File: src/rtl/bus_drvr_endpoint.sv
// Driver-side endpoint of the parallel bus: a TX FIFO feeding the arbiter's
// pndng/pop/D_pop port and an ID-filtered RX FIFO fed by its push/D_push port.
// Both FIFOs are first-word-fall-through; TX and RX are fully independent.
module bus_drvr_endpoint #(
  parameter int         bits      = 32,
  parameter int         depth     = 8,
  parameter logic [7:0] drvr_id   = 8'd0,
  parameter logic [7:0] broadcast = 8'hFF
) (
  input  logic            clk,
  input  logic            reset,
  // device -> TX FIFO
  input  logic            tx_push,
  input  logic [bits-1:0] tx_data,
  output logic            tx_full,
  // TX FIFO -> arbiter
  output logic            pndng,
  output logic [bits-1:0] D_pop,
  input  logic            pop,
  // arbiter -> RX FIFO
  input  logic            push,
  input  logic [bits-1:0] D_push,
  // RX FIFO -> device
  output logic            rx_pndng,
  output logic [bits-1:0] rx_data,
  input  logic            rx_pop,
  output logic            rx_ovf,
  input  logic            rx_ovf_clr,
  output logic [15:0]     rx_drop_cnt
);

  localparam int               ptr_w    = $clog2(depth);
  localparam logic [ptr_w:0]   full_cnt = (ptr_w + 1)'(depth);

  typedef logic [bits-1:0] word_t;

  // ---------------------------------------------------------------- TX side
  word_t            tx_mem [depth];
  logic [ptr_w-1:0] tx_wr_ptr, tx_rd_ptr;
  logic [ptr_w:0]   tx_cnt, tx_cnt_nxt;
  logic             tx_push_ok, tx_pop_ok;

  // Status flags come straight from the registered count, so pndng and
  // tx_full never depend combinationally on pop or tx_push.
  assign pndng   = (tx_cnt != '0);
  assign tx_full = (tx_cnt == full_cnt);
  assign D_pop   = tx_mem[tx_rd_ptr];

  // A push into a full FIFO is still taken if the head leaves this cycle.
  assign tx_pop_ok  = pop && pndng;
  assign tx_push_ok = tx_push && (!tx_full || tx_pop_ok);

  // Next TX occupancy from the accepted handshakes.
  always_comb begin
    // NOTE: every always_comb output gets a default first so no path leaves it unassigned (no latch).
    tx_cnt_nxt = tx_cnt;
    unique case ({tx_push_ok, tx_pop_ok})
      2'b10:   tx_cnt_nxt = tx_cnt + 1'b1;
      2'b01:   tx_cnt_nxt = tx_cnt - 1'b1;
      default: tx_cnt_nxt = tx_cnt;
    endcase
  end

  // TX pointers and count; reset discards any buffered words.
  always_ff @(posedge clk or negedge reset) begin
    // NOTE: sequential state uses non-blocking assignments so all registers update from pre-edge values.
    if (!reset) begin
      tx_wr_ptr <= '0;
      tx_rd_ptr <= '0;
      tx_cnt    <= '0;
    end else begin
      if (tx_push_ok) tx_wr_ptr <= tx_wr_ptr + 1'b1;
      if (tx_pop_ok)  tx_rd_ptr <= tx_rd_ptr + 1'b1;
      tx_cnt <= tx_cnt_nxt;
    end
  end

  // TX storage write.
  always_ff @(posedge clk) begin
    // NOTE: the storage array is not reset; the count alone decides which entries are valid.
    if (tx_push_ok) tx_mem[tx_wr_ptr] <= tx_data;
  end

  // ---------------------------------------------------------------- RX side
  word_t            rx_mem [depth];
  logic [ptr_w-1:0] rx_wr_ptr, rx_rd_ptr;
  logic [ptr_w:0]   rx_cnt, rx_cnt_nxt;
  logic             rx_full;
  logic [7:0]       dst;
  logic             addressed, rx_push_ok, rx_pop_ok, drop, ovf_set;

  assign rx_pndng = (rx_cnt != '0);
  assign rx_full  = (rx_cnt == full_cnt);
  assign rx_data  = rx_mem[rx_rd_ptr];

  // Destination filter and accept/drop decision for a delivered word.
  assign dst        = D_push[bits-1 -: 8];
  assign addressed  = (dst == drvr_id) || (dst == broadcast);
  assign rx_pop_ok  = rx_pop && rx_pndng;
  assign rx_push_ok = push && addressed && (!rx_full || rx_pop_ok);
  assign drop       = push && !rx_push_ok;
  assign ovf_set    = push && addressed && !rx_push_ok;

  // Next RX occupancy from the accepted handshakes.
  always_comb begin
    rx_cnt_nxt = rx_cnt;
    unique case ({rx_push_ok, rx_pop_ok})
      2'b10:   rx_cnt_nxt = rx_cnt + 1'b1;
      2'b01:   rx_cnt_nxt = rx_cnt - 1'b1;
      default: rx_cnt_nxt = rx_cnt;
    endcase
  end

  // RX pointers and count.
  always_ff @(posedge clk or negedge reset) begin
    if (!reset) begin
      rx_wr_ptr <= '0;
      rx_rd_ptr <= '0;
      rx_cnt    <= '0;
    end else begin
      if (rx_push_ok) rx_wr_ptr <= rx_wr_ptr + 1'b1;
      if (rx_pop_ok)  rx_rd_ptr <= rx_rd_ptr + 1'b1;
      rx_cnt <= rx_cnt_nxt;
    end
  end

  // RX storage write.
  always_ff @(posedge clk) begin
    if (rx_push_ok) rx_mem[rx_wr_ptr] <= D_push;
  end

  // Sticky overflow flag (a new overflow beats a same-cycle clear) and
  // saturating drop counter covering both overflow and misaddressed drops.
  always_ff @(posedge clk or negedge reset) begin
    if (!reset) begin
      rx_ovf      <= 1'b0;
      rx_drop_cnt <= '0;
    end else begin
      if (ovf_set)         rx_ovf <= 1'b1;
      else if (rx_ovf_clr) rx_ovf <= 1'b0;
      if (drop && (rx_drop_cnt != 16'hFFFF)) rx_drop_cnt <= rx_drop_cnt + 1'b1;
    end
  end

endmodule

File: config.mk
export PLATFORM = sky130hd
export DESIGN_NAME = bus_drvr_endpoint
export DESIGN_NICKNAME = d
export VERILOG_FILES = /design/src/rtl/bus_drvr_endpoint.sv
export SDC_FILE = /design/constraint.sdc
export NUM_CORES = 1
export LEC_CHECK = 0
export BUFFER_PORTS_ARGS = -buffer_cell sky130_fd_sc_hd__buf_2
export CORE_UTILIZATION = 50
export CTS_CLUSTER_SIZE = 14
export DETAILED_ROUTE_END_ITERATION = 8
export PLACE_DENSITY_LB_ADDON = 0.3
export SYNTH_ARGS = -nofsm -noshare
export SYNTH_HDL_FRONTEND = slang
export SYNTH_SLANG_ARGS = --single-unit
File: constraint.sdc
create_clock -name clk -period 4.75 [get_ports clk]
set_input_delay 0.7125 -clock clk [delete_from_list [all_inputs] [get_ports clk]]
set_output_delay 0.7125 -clock clk [all_outputs]
set_load 0.005 [all_outputs]
# Word level (Yosys, flattened, before mapping)
# Memories as Yosys holds them, arrays and structs flattened.
# Cells that the tools add are included.
# classes
n_addsub	9
eq_ne	8
n_mux	8
reduce_logical	20
# ops
operator	n
$add A16 B1 Y16 const B	1
$ne A16 B16 Y1 const B	1
$pmux W4 S2	2
$add A3 B1 Y3 const B	4
$add A4 B1 Y4 const B	2
$eq A4 B4 Y1 const B	2
$eq A8 B8 Y1 const B	1
$logic_and A1 B1 Y1	8
$logic_not A8 Y1	1
$reduce_bool A4 Y1	2
$sub A4 B1 Y4 const B	2
$mux W1	6
$reduce_bool A2 Y1	3
$eq A2 B1 Y1 const B	2
$eq A2 B2 Y1 const B	2
$logic_not A1 Y1	3
$logic_or A1 B1 Y1	3
# word_totals
regBits	37
ramBits	512
wordCells	55
mem_count	2
# mem_list
memory	depth	word_bits	read_ports	rd_clocked_by_memory_dff	wr	line_no	text
rx_mem	8	32	1	0	1	85	word_t rx_mem [depth];
tx_mem	8	32	1	0	1	38	word_t tx_mem [depth];

# Depth between registers and ports, before layout
# Gate-level depths: netlist of the first run.
# depth
depth_word	7
depth_mapped	11

# Worst setup path after synthesis of the first run
# No wires, ideal clock.
# synth_path
kind	input to register
startpoint	input D_push[31]
endpoint	memory rx_mem[2][0] in the netlist's numbering, enable pin
arrival_ns	5.108
path_slack_ns	-0.871
path_stages	6
path_cell_list	or4_4 > nor2_2 > o21a_2 > buf_6 > nand2_4 > nor4b_1
# synth_between
elab_chain_cells	6
# synth_rtl
item	line_no	text
start: declaration	22	input logic [bits-1:0] D_push,
$eq A8 B8 Y1 / $logic_not A8 Y1 (equally long branches)	98	assign addressed = (dst == drvr_id) || (dst == broadcast);
$logic_or A1 B1 Y1 (*)	98	
$logic_and A1 B1 Y1 (*) (2 in series)	100	assign rx_push_ok = push && addressed && (!rx_full || rx_pop_ok);
$mux W1 (*)	129	if (rx_push_ok) rx_mem[rx_wr_ptr] <= D_push;
$mux W1 (not written as such) (*)	129	
end: declaration	85	
# Every way passes the cells marked *; elsewhere a longest branch is shown, timed or not.

# Worst setup path in the final report of the first run
# layout_path
startpoint	register rx_rd_ptr[0]
endpoint	output rx_data[9]
# layout_between
elab_chain_cells	1
# layout_rtl
item	line_no	text
start: declaration	86	logic [ptr_w-1:0] rx_wr_ptr, rx_rd_ptr;
start signal: assignment	122	if (rx_pop_ok) rx_rd_ptr <= rx_rd_ptr + 1'b1;
$mem_v2 Z8 W32	--	
end: declaration	25	output logic [bits-1:0] rx_data,
# Every way passes these cells.

==> flow_metrics.env, run 1 <==
export IMPL_outcome="complete, no violations"
export IMPL_layout_drive_gt1_share_pct=41.1
export IMPL_syn_inst=947
export IMPL_worstPathRequired_ns=4.04
export IMPL_timing_fmax_ghz=0.276
export IMPL_antenna_left=0
export IMPL_synth_top_area_share_pct=72.1
export IMPL_synth_largest_area_cell="edfxtp_1"
export IMPL_synth_most_common_cell="edfxtp_1"
export IMPL_setup_tns_ns=0
export IMPL_core_um2=42000
export IMPL_ctsResizeCount=0
export IMPL_clock_power_share_pct=29.6
export IMPL_setup_worst_path_start="rx_rd_ptr[0]"
export IMPL_power_mw=13.9
export IMPL_numPortBuffers=154
export IMPL_final_util_pct=58.6
export IMPL_final_period_utilization_pct=76.2
export IMPL_placed_cells=1622
export IMPL_die_area_um2=43500
export IMPL_clk_pin_slew_ns=0.06
export IMPL_p_per_area_nw_per_um2=565
export IMPL_syn_cell_area_um2=21300
export IMPL_clock_sinks=549
export IMPL_final_setup_viol_count=0
export IMPL_grt_util_all_layers_pct=18.8
export IMPL_first_pass_iters=4
export IMPL_yosysUniqueCellTypes=49
export IMPL_post_cts_buffers=0
export IMPL_grt_pass1_vias=10200
export IMPL_synth_ff_type="edfxtp_1"
export IMPL_die_h_um=208
export IMPL_skew_ns=0.0141
export IMPL_antenna_cells=0
export IMPL_pwr_share_seq_pct=44.5
export IMPL_place_congestion=0.786
export IMPL_numCtsBuffers=54
export IMPL_comb_power_share_pct=25.9
export IMPL_worstReg2RegStart="tx_cnt[0]"
export IMPL_first_iter_violations=675
export IMPL_worst_ep_arrival_time_ns=2.91
export IMPL_grt_max_degree=61
export IMPL_initial_core_util_pct=50.7
export IMPL_grt_pass1_wl_mm=61.1
export IMPL_hold_path_class="input port to async pin"
export IMPL_post_dp_hpwl_mm=22.1
export IMPL_drv_slew=0
export IMPL_rsz0062_at_grt="no"
export IMPL_cts_tree="yes"
export IMPL_routed_wl_mm=39.8
export IMPL_seq_area_frac_synth_pct=76.5
export IMPL_p_leak_nw=8.28
export IMPL_synth_avg_cell_area_um2=22.5
export IMPL_ios=155
export IMPL_ys_warn_count=0
export IMPL_antenna_found_initial=4
export IMPL_instances_no_fill=1723
export IMPL_ys_ff_latch=549
export IMPL_yosys_top_cells_count="512 x edfxtp_1, 128 x mux4_2, 68 x mux2_2, 37 x dfrtp_1, 18 x clkbuf_1"
export IMPL_htree_levels=2
export IMPL_vias_per_cell=5.69
export IMPL_synth_nets=1029
export IMPL_max_slew_margin_rel_pct=35.2
export IMPL_synth_async_reset_ratio_pct=6.74
export IMPL_hold_violations=0
export IMPL_vdd_drop_max_mv=0.478
export IMPL_final_min_clock_period_ns=3.62
export IMPL_cap_violations=0
export IMPL_critPathLaunchType="register"
export IMPL_synth_edf_count=512
export IMPL_clockBufferDepth=3
export IMPL_worstSkewPairLatency_ns=0.59
export IMPL_wl_per_cell_um=23.1
export IMPL_critPathKind="register to output port"
export IMPL_die_w_um=208
export IMPL_layout_nets=1221
export IMPL_hold_buffers=0
export IMPL_hold_ws_ns=0.237
export IMPL_drc=0
export IMPL_gr_total_overflow=0
export IMPL_cts_root_buf="clkbuf_16"
export IMPL_intPower_mw=10.1
export IMPL_ys_top_cells_by_area="edfxtp_1 72%, mux4_2 14%, dfrtp_1 4.3%, mux2_2 3.6%, xor2_1 0.70%"
export IMPL_syn2layout_area_growth_pct=15.6
export IMPL_cp_end_kind="output port"
export IMPL_power_share_switching_pct=27.2
export IMPL_worst_pin_slew_ns=0.972
export IMPL_vias=9800
export IMPL_rows=75
export IMPL_crit_fanout=34
export IMPL_p_sw_mw=3.79
-- power by group through the flow --
stage / Sequential (mW) / Clock (mW) / Combinational [mW]
after floorplan: 5.99 / 0 / 2.65
after global placement: 6.29 / 0 / 3.63
after detailed placement: 6.31 / 0 / 3.67
after CTS: 6.22 / 4.21 / 3.69
after global routing: 6.28 / 4.39 / 3.88
final: 6.19 / 4.12 / 3.60
-- worst max-delay path, stage by stage (launching register included) --
cell	delay, ns
dfrtp_4	0.88
buf_12	0.37
mux4_2	0.54
mux2_2	0.32
buf_2	0.14
-- sequential cells by signal, indices dropped and copies added, names as in the netlist --
name	cells
rx_cnt	4
rx_drop_cnt	16
rx_mem	256
rx_ovf	1
rx_rd_ptr	3
rx_wr_ptr	3
tx_cnt	4
tx_mem	256
tx_rd_ptr	3
tx_wr_ptr	3
-- metrics by stage --
stage	instance area (µm²)	setup WS, ns
after global routing	24600	0.947
final	24600	1.13
after detailed placement	22900	1.35
after global placement	22900	1.37
after floorplan	21300	0.217
after CTS	24600	1.04
-- layout make-up --
type                            instances  area [µm²]
Fill cell                            3001       17400
Clock buffer                           67        1440
Inverter                               10        37.5
Clock inverter                         34         287
Timing Repair Buffer                  178         976
Multi-Input combinational cell        346        4910
Tap cell                              539         674
Sequential cell                       549       16300
-- path summary, 6_finish.rpt --
path / depth (start not counted) / to / slack, ns
worst max-delay path: 4 / rx_data[9] / 1.13
worst min-delay path: 1 / tx_rd_ptr[2] / 0.24
worst max register to register: 10 / tx_cnt[3] / 2.19
worst min register to register: 1 / tx_cnt[3] / 0.51
max in group asynchronous: 1 / rx_rd_ptr[0] / 3.87
min in group clk: 2 / rx_ovf / 0.33
-- cell families (layout without fill, tap and decap cells) --
kind of cell               Yosys count  count (layout)  synth area share [%]
buffers and inverters               52             289                  1.09
muxes                              202             202                  17.4
xor gates and xnor gates            30              30                  1.23
DFF                                549             549                  76.5
and+or+nand+nor                     77              77                  2.14
adders and majority gates           11              11                 0.716
AOI/OAI and AO/OA                   26              26                 0.910
-- layout by cell type, fill, tap and decap left out, types with 11 or more instances in the layout --
| cell | Yosys | final |
|---|---|---|
| dfrtp_1 | 37 | 33 |
| clkbuf_16 | 0 | 55 |
| buf_2 | 14 | 154 |
| edfxtp_1 | 512 | 512 |
| nand3_1 | 11 | 11 |
| nand2_1 | 17 | 17 |
| xnor2_1 | 13 | 13 |
| buf_4 | 0 | 22 |
| mux2_2 | 68 | 68 |
| mux4_2 | 128 | 128 |
| xor2_1 | 17 | 17 |
| clkinv_2 | 0 | 12 |
| clkinv_1 | 0 | 12 |
-- layer usage --
layer  wire length [µm]  global-route usage, %  share of wire [%]  up-vias
li1                   -                      -                  -     4349
met1              17200                   25.9                 43     5156
met2              19700                   30.5                 49      226
met5                 42                      0               0.11        -
met3               2110                   4.03                5.3       61
met4                782                   5.44                2.0        8
Note: power is estimated with default switching activity, not from simulation.
==> run 2, diff against run 1 <==
==> constraint.sdc (replaced) <==
create_clock -name clk -period 3.8 [get_ports clk]
set_input_delay 0.57 -clock clk [delete_from_list [all_inputs] [get_ports clk]]
set_output_delay 0.57 -clock clk [all_outputs]
set_load 0.005 [all_outputs]
==> flow_metrics.env, run 2 (same netlist as run 1, synthesis figures left out) <==
export IMPL_crit_chain="buf_12 > mux4_2 > mux2_2 > buf_2"
export IMPL_hold_ws_ns=0.0889
export IMPL_antenna_found_initial=3
export IMPL_worstSkewPairLatency_ns=0.61
export IMPL_post_dp_hpwl_mm=21.8
export IMPL_top_regs="rx_mem: 256 flops, tx_mem: 256 flops, rx_drop_cnt: 16 flops"
export IMPL_post_cts_buffers=0
export IMPL_critPathKind="register to output port"
export IMPL_vias=9914
export IMPL_power_mw=17.4
export IMPL_worstPathRequired_ns=3.23
export IMPL_cp_end_kind="output port"
export IMPL_p_per_area_nw_per_um2=705
export IMPL_final_common_cell="edfxtp_1"
export IMPL_slowest_stage="dfrtp_4"
export IMPL_critPathBufInv=2
export IMPL_final_period_utilization_pct=85.2
export IMPL_layout_common_cells="512 x edfxtp_1, 154 x buf_2, 128 x mux4_2"
export IMPL_hold_buffers=0
export IMPL_clock_sinks=549
export IMPL_initial_core_util_pct=50.7
export IMPL_final_setup_viol_count=0
export IMPL_register_area_um2=16300
export IMPL_grt_pass1_vias=10500
export IMPL_numCtsBuffers=54
export IMPL_grt_util_all_layers_pct=18.9
export IMPL_worst_pin_slew_ns=0.878
export IMPL_grt_max_degree=47
export IMPL_drc=0
export IMPL_p_leak_nw=8.29
export IMPL_die_area_um2=43500
export IMPL_vdd_drop_max_mv=0.487
export IMPL_cap_violations=0
export IMPL_fillers=3022
export IMPL_rows=75
export IMPL_outcome="complete, no violations"
export IMPL_htree_levels=2
export IMPL_gr_total_overflow=0
export IMPL_core_um2=42000
export IMPL_die_h_um=208
export IMPL_clk_pin_slew_ns=0.06
export IMPL_antenna_left=0
export IMPL_first_pass_iters=5
export IMPL_max_slew_margin_rel_pct=41.5
export IMPL_setup_tns_ns=0
export IMPL_ios=155
export IMPL_cp_top_family="multiplexers"
export IMPL_routed_wl_mm=39.9
export IMPL_antenna_cells=0
export IMPL_grt_pass1_wl_mm=61.3
export IMPL_final_min_clock_period_ns=3.24
export IMPL_layout_nets=1224
export IMPL_place_congestion=0.747
export IMPL_timing_fmax_ghz=0.309
export IMPL_cts_tree="yes"
export IMPL_cts_root_buf="clkbuf_16"
export IMPL_drv_slew=0
export IMPL_syn2layout_area_growth_pct=15.9
export IMPL_multi_input_area_um2=4930
export IMPL_die_w_um=208
export IMPL_critPathLaunchType="register"
export IMPL_crit_fanout=26
export IMPL_wl_per_cell_um=23.1
export IMPL_cpPeakStageDelay_ns=0.78
export IMPL_rsz0062_at_grt="no"
export IMPL_hold_violations=0
export IMPL_numPortBuffers=154
export IMPL_clockBufferDepth=3
export IMPL_ctsResizeCount=0
export IMPL_skew_ns=0.0213
export IMPL_layout_drive_gt1_share_pct=41.4
export IMPL_worst_ep_arrival_time_ns=2.67
export IMPL_vias_per_cell=5.74
export IMPL_first_iter_violations=660
export IMPL_hold_path_class="input port to async pin"
run 2: cell count changes in the layout (fill, tap and decap cells not counted), moves of 2 or more:
cell | before | now
clkbuf_1 | 10 | 12
clkinvlp_4 | 2 | 4
buf_12 | 2 | 4
nor3_2 | 6 | 4
clkbuf_8 | 2 | 0
nor3_4 | 0 | 2
clkinv_1 | 12 | 9
run 2: area by class of cell:
class | instances | area share, %
Timing Repair Buffer | 181 | 4.14
Multi-Input combinational cell | 346 | 20.0
Inverter | 10 | 0.152
Tap cell | 539 | 2.73
Clock buffer | 66 | 5.65
Sequential cell | 549 | 66.0
Clock inverter | 35 | 1.33
run 2: path summary, 6_finish.rpt:
check	cells past startpoint	end	start	slack (ns)
min	1	rx_wr_ptr[1]	reset	0.09
max reg2reg	10	tx_cnt[3]	tx_cnt[0]	1.27
min in group clk	2	rx_ovf	rx_ovf_clr	0.18
min reg2reg	1	rx_rd_ptr[2]	rx_rd_ptr[2]	0.48
max in group asynchronous	1	tx_rd_ptr[0]	reset	3.07
max	4	rx_data[21]	rx_rd_ptr[0]	0.56
run 2: per-layer routing:
metal  global-route usage (%)  wire (µm)
met1                     26.3      17300
met2                     30.0      19400
met3                     4.24       2270
met4                     5.70        825
met5                        0         34
run 2: stage by stage:
step | utilization, % | instances | setup WS, ns | cell area (µm²)
2_1_floorplan | - | 947 | -0.0915 | 21400
3_3_place_gp | 54.7 | 1625 | 0.792 | 23000
3_5_place_dp | 54.7 | 1625 | 0.764 | 23000
4_1_cts | 58.8 | 1726 | 0.458 | 24700
5_1_grt | 58.8 | 1726 | 0.413 | 24700
6_report | 58.8 | 1726 | 0.564 | 24700
run 2: power breakdown:
| part | total [mW] | internal [mW] | switching (mW) |
|---|---|---|---|
| combinational | 4.68 | 2.54 | 2.14 |
| sequential | 7.60 | 7.18 | 0.423 |
| clock | 5.13 | 2.91 | 2.22 |
| total | 17.4 | 12.6 | 4.78 |
